--- src/rtl/wave_sequencer.sv ---
// ============================================================================
// Module   : wave_sequencer
// Purpose  : Frame-based three-channel waveform sequencer. Each channel idles
//            high, falls and rises at programmable frame counts, and the frame
//            can optionally repeat (build macro WAVE_SEQ_REPEAT_EN).
// Revision : 1.0  initial release
// ============================================================================
`default_nettype none

module wave_sequencer #(
  parameter int CNT_W = 4
) (
  input  logic             clk,
  input  logic             rst,
  input  logic             cfg_we,
  input  logic [2:0]       cfg_addr,
  input  logic [CNT_W-1:0] cfg_wdata,
  input  logic             start,
  input  logic             abort,
  output logic             busy,
  output logic             done,
  output logic             sig1,
  output logic             sig2,
  output logic             sig3,
  output logic [CNT_W-1:0] frame_cnt
);

  localparam logic [1:0] c_IDLE = 2'd0;
  localparam logic [1:0] c_RUN  = 2'd1;
  localparam logic [1:0] c_DONE = 2'd2;

  localparam int NUM_CH = 3;

  logic [1:0]       r_state;
  logic [1:0]       w_state_next;
  logic [CNT_W-1:0] r_frame_cnt;
  logic [CNT_W-1:0] r_frame_len;
  logic [CNT_W-1:0] r_fall [NUM_CH];
  logic [CNT_W-1:0] r_rise [NUM_CH];
  logic [NUM_CH-1:0] r_sig;

  logic w_frame_end;
  logic w_last_frame;
  logic w_run_stay;

`ifdef WAVE_SEQ_REPEAT_EN
  logic [CNT_W-1:0] r_rep_cnt;
  logic [CNT_W-1:0] r_rep_left;
  assign w_last_frame = (r_rep_left == '0);
`else
  assign w_last_frame = 1'b1;
`endif

  assign w_frame_end = (r_frame_cnt == r_frame_len);
  assign w_run_stay  = (r_state == c_RUN) && (w_state_next == c_RUN);

  // Abort is checked first everywhere so it beats both start and frame end.
  always_comb begin
    w_state_next = r_state;
    case (r_state)
      c_IDLE: if (start && !abort) w_state_next = c_RUN;
      c_RUN: begin
        if (abort)                            w_state_next = c_IDLE;
        else if (w_frame_end && w_last_frame) w_state_next = c_DONE;
      end
      c_DONE:  w_state_next = c_IDLE;
      default: w_state_next = c_IDLE;
    endcase
  end

  always_ff @(posedge clk) begin
    if (rst) r_state <= c_IDLE;
    else     r_state <= w_state_next;
  end

  // Counter runs only while RUN continues; every exit and every wrap lands on 0.
  always_ff @(posedge clk) begin
    if (rst)                            r_frame_cnt <= '0;
    else if (w_run_stay && !w_frame_end) r_frame_cnt <= r_frame_cnt + CNT_W'(1);
    else                                r_frame_cnt <= '0;
  end

  always_ff @(posedge clk) begin
    if (rst) begin
      r_frame_len <= CNT_W'(7);
      r_fall[0]   <= CNT_W'(3);
      r_rise[0]   <= CNT_W'(4);
      r_fall[1]   <= CNT_W'(3);
      r_rise[1]   <= CNT_W'(5);
      r_fall[2]   <= CNT_W'(2);
      r_rise[2]   <= CNT_W'(5);
`ifdef WAVE_SEQ_REPEAT_EN
      r_rep_cnt   <= '0;
`endif
    end else if (cfg_we && (r_state == c_IDLE)) begin
      case (cfg_addr)
        3'd0: r_frame_len <= cfg_wdata;
        3'd1: r_fall[0]   <= cfg_wdata;
        3'd2: r_rise[0]   <= cfg_wdata;
        3'd3: r_fall[1]   <= cfg_wdata;
        3'd4: r_rise[1]   <= cfg_wdata;
        3'd5: r_fall[2]   <= cfg_wdata;
        3'd6: r_rise[2]   <= cfg_wdata;
`ifdef WAVE_SEQ_REPEAT_EN
        3'd7: r_rep_cnt   <= cfg_wdata;
`endif
        default: ;
      endcase
    end
  end

`ifdef WAVE_SEQ_REPEAT_EN
  always_ff @(posedge clk) begin
    if (rst)
      r_rep_left <= '0;
    else if ((r_state == c_IDLE) && (w_state_next == c_RUN))
      r_rep_left <= r_rep_cnt;
    else if ((r_state == c_RUN) && !abort && w_frame_end && !w_last_frame)
      r_rep_left <= r_rep_left - CNT_W'(1);
  end
`endif

  // frame_cnt never exceeds frame_len in RUN, so an edge value beyond
  // frame_len can never match and is ignored for free. Rise is tested first.
  always_ff @(posedge clk) begin
    for (int n = 0; n < NUM_CH; n++) begin
      if (rst || !w_run_stay)            r_sig[n] <= 1'b1;
      else if (r_frame_cnt == r_rise[n]) r_sig[n] <= 1'b1;
      else if (r_frame_cnt == r_fall[n]) r_sig[n] <= 1'b0;
    end
  end

  assign busy      = (r_state == c_RUN);
  assign done      = (r_state == c_DONE);
  assign sig1      = r_sig[0];
  assign sig2      = r_sig[1];
  assign sig3      = r_sig[2];
  assign frame_cnt = r_frame_cnt;

endmodule

`default_nettype wire

--- config.mk ---
export PLATFORM = sky130hd
export DESIGN_NAME = wave_sequencer
export DESIGN_NICKNAME = d
export VERILOG_FILES = /design/src/rtl/wave_sequencer.sv
export SDC_FILE = /design/constraint.sdc
export NUM_CORES = 1
export LEC_CHECK = 0
export BUFFER_PORTS_ARGS = -buffer_cell sky130_fd_sc_hd__clkbuf_2
export CAP_MARGIN = 20
export CORE_AREA = 2 2 56 71
export DETAILED_ROUTE_END_ITERATION = 10
export DIE_AREA = 0 0 58 73
export GPL_ROUTABILITY_DRIVEN = 0
export GPL_TIMING_DRIVEN = 0
export PLACE_DENSITY = 0.78
export SETUP_SLACK_MARGIN = 0.05
export SLEW_MARGIN = 0
export SYNTH_ARGS = -nofsm -noshare
export SYNTH_HDL_FRONTEND = slang
export SYNTH_SLANG_ARGS = --single-unit
--- constraint.sdc ---
create_clock -name clk -period 3.65 [get_ports clk]
set_clock_uncertainty 0.2 [all_clocks]
set_input_delay 0.1825 -clock clk [delete_from_list [all_inputs] [get_ports clk]]
set_output_delay 0.1825 -clock clk [all_outputs]
set_load 0.03 [all_outputs]
==> results.ini <==
[synthesis]
synth-seq-cells=37
syn_avg_cell_area_um2=13.0
synth_area_um2=1700
ys_seq_area_frac=0.577
syn_nets=144
netlist_instances=131
yosysWarningCount=0
synth_cell_types=30

[floorplan]
die-area_um2=4230
io-pin-count=21
rows=25
start_util=0.468
coreArea_um2=3630
die_w_um=58
die_y_um=73

[setup_path]
max_stage_delay_ns=0.57
worstPathArrival_ns=2.15
worst_ep_required_time_ns=3.62
ff2ff_path_depth=5
cp_top_family=buffers and inverters
regToRegEndpoint=r_state[0]
crit_slowest_cell=dlygate4sd3_1
crit_chain=buf_2 -> xnor2_1 -> and4_1 -> a211oi_1 -> dlygate4sd3_1
cp-start-kind=register
reg2reg_from=frame_cnt[0]
reg2reg_slack_ns=1.47
cp-end-kind=register
cp_max_fo=9
path_buf_inv=2
crit_type=reg -> reg

[clock_tree]
htreeDepth=2
clockRootBuffer=clkbuf_8
ctsHoldBuffers=3
numCtsBuffers=5
insertion_delay_ns=0.29
cts.sinks=37
cts_setup_buffers=0
cts_tree=done
ctsResizeCount=0
clk_pin_slew_ns=0.07
clock_path_buffers=2

[timing]
rsz0062_at_grt=false
fmax_ghz=0.460
timing.final.crit_period_ns=2.18
max_slew_margin=0.669
hold_violations=0
drv_slew=0
layout_setup_ws_ns=1.47
finalSetupViolations=0
max_slew.worst_pin.slew_ns=0.494
post-route-period-util=0.596
tns_ns=0

[global_routing]
grt_max_degree=13
grt_usage=0.177
grtUsageMet1=0.200
grtUsageMet3=0.0550
grt_pass1_vias=1161
grt.overflow.total=0
grt-busiest-layer=met2
grt_pass1_wl_um=5450
antenna_found_initial=0
met2_usage=0.308

[placed_design]
placedInstanceArea_um2=1850
portBuffers=20
place_ws_ns=1.76
post-dp-hpwl_um=2450

[finish]
antenna_cells_inserted=0
fillers=308
nNetsFinal=174
layout_common_cells=edfxtp_1, clkbuf_2, xnor2_1
final_common_cell=edfxtp_1
regArea_um2=981
final_area_um2=1970
final_util=0.542
area_growth_pct=15.7
drive_gt1_frac=0.222
multi_input_area_um2=694

[pwr]
powerDensity_nw_per_um2=407
leakage_uw=0.000776
irDropWorstVdd_mv=0.349
p_total_uw=800

[route]
ant_nets=0
wl_um=3350
drcViolationCount=0
via_per_inst=5.56
drt_pass1_iterations=4
via_count=1123
routedWlPerCell_um=16.6
first_iter_violations=29

[run]
maxCapViolations=0

[min_path]
hold_start=abort
holdPathEnd=r_state[1]
hold_path_class=in -> reg
min_path_cells=3

[outcome]
status=finished clean

==> routing by layer <==
metal / wire length, um / vias to the layer above
li1: - / 541
met4: 55 / 0
met5: 0 / -
met1: 1330 / 560
met2: 1850 / 16
met3: 107 / 6
==> stage by stage <==
stage / hold WS [ns] / instances
after floorplan: 0.130 / 131
after global placement: 0.243 / 191
after detailed placement: 0.245 / 191
after CTS: 0.00474 / 202
after global routing: 0.0116 / 202
final: 0.0127 / 202
==> layout make-up <==
cell class,count,share of cell area
timing repair buffer,23,0.0662
sequential,37,0.499
clock buffer,5,0.0350
clock inverter,3,0.00891
tap,40,0.0255
multi-input combinational,89,0.353
buffer,5,0.0121
==> cell usage after synthesis <==
master / instances / area (um2)
a211o_1: 3 / 26.3
a211oi_1: 1 / 7.51
a21bo_1: 1 / 10.0
a21o_1: 5 / 37.5
a21oi_1: 2 / 10.0
a31o_1: 1 / 8.76
a41oi_2: 1 / 16.3
and2_1: 5 / 31.3
and3_1: 6 / 37.5
and4_1: 1 / 8.76
and4bb_2: 1 / 12.5
buf_2: 4 / 20.0
clkbuf_1: 1 / 3.75
dfxtp_1: 13 / 260
edfxtp_1: 24 / 721
ha_1: 1 / 12.5
nand2_1: 1 / 3.75
nand2b_1: 4 / 25.0
nand3_1: 5 / 25.0
nand4_1: 4 / 25.0
nor2_1: 3 / 11.3
nor2b_1: 4 / 25.0
nor3_1: 3 / 15.0
nor3b_2: 1 / 12.5
nor4b_4: 1 / 23.8
o41ai_1: 3 / 26.3
or3_1: 1 / 6.26
or4b_4: 1 / 13.8
xnor2_1: 17 / 149
xor2_1: 13 / 114
==> power breakdown <==
group	switching (uW)	internal (uW)	leakage [uW]	total [uW]
registers	8.76	462	0.000334	471
logic	32.3	26.3	0.000397	58.5
clock network	139	132	0.0000455	271
==> cell families after synthesis <==
logic type               Yosys count  share of synthesized area
AND/OR/NAND/NOR                   41                      0.163
flip-flops                        37                      0.577
XOR/XNOR                          30                      0.155
AO/OA/AOI/OAI                     17                     0.0840
buffers and inverters              5                     0.0140
adder cells (fa/ha/maj)            1                    0.00736
==> how the worst max path moves through the flow <==
stage	start	to	slack (ns)	depth (start not counted)
floorplan	frame_cnt[0]	r_state[0]	2.00	4
global placement	r_state[0]	r_rise[0][10]	1.88	3
detailed placement	r_state[1]	r_rise[0][10]	1.76	3
CTS	frame_cnt[0]	r_state[0]	1.50	5
global route	frame_cnt[0]	r_state[0]	1.37	5
finish	frame_cnt[0]	r_state[0]	1.47	5
==> sequential cells by signal, indices dropped and copies added (netlist names) <==
| register | flops |
|---|---|
| r_rise | 12 |
| r_state | 2 |
| r_fall | 12 |
| r_sig | 3 |
| frame_cnt | 4 |
| r_frame_len | 4 |
==> worst reg2reg max path, cell delays in order (launching register included) <==
cell and delay, ns:
dfxtp_1 0.35, buf_2 0.30, xnor2_1 0.23, and4_1 0.32, a211oi_1 0.09, dlygate4sd3_1 0.57
No activity file was read; power rests on OpenSTA's default activity.
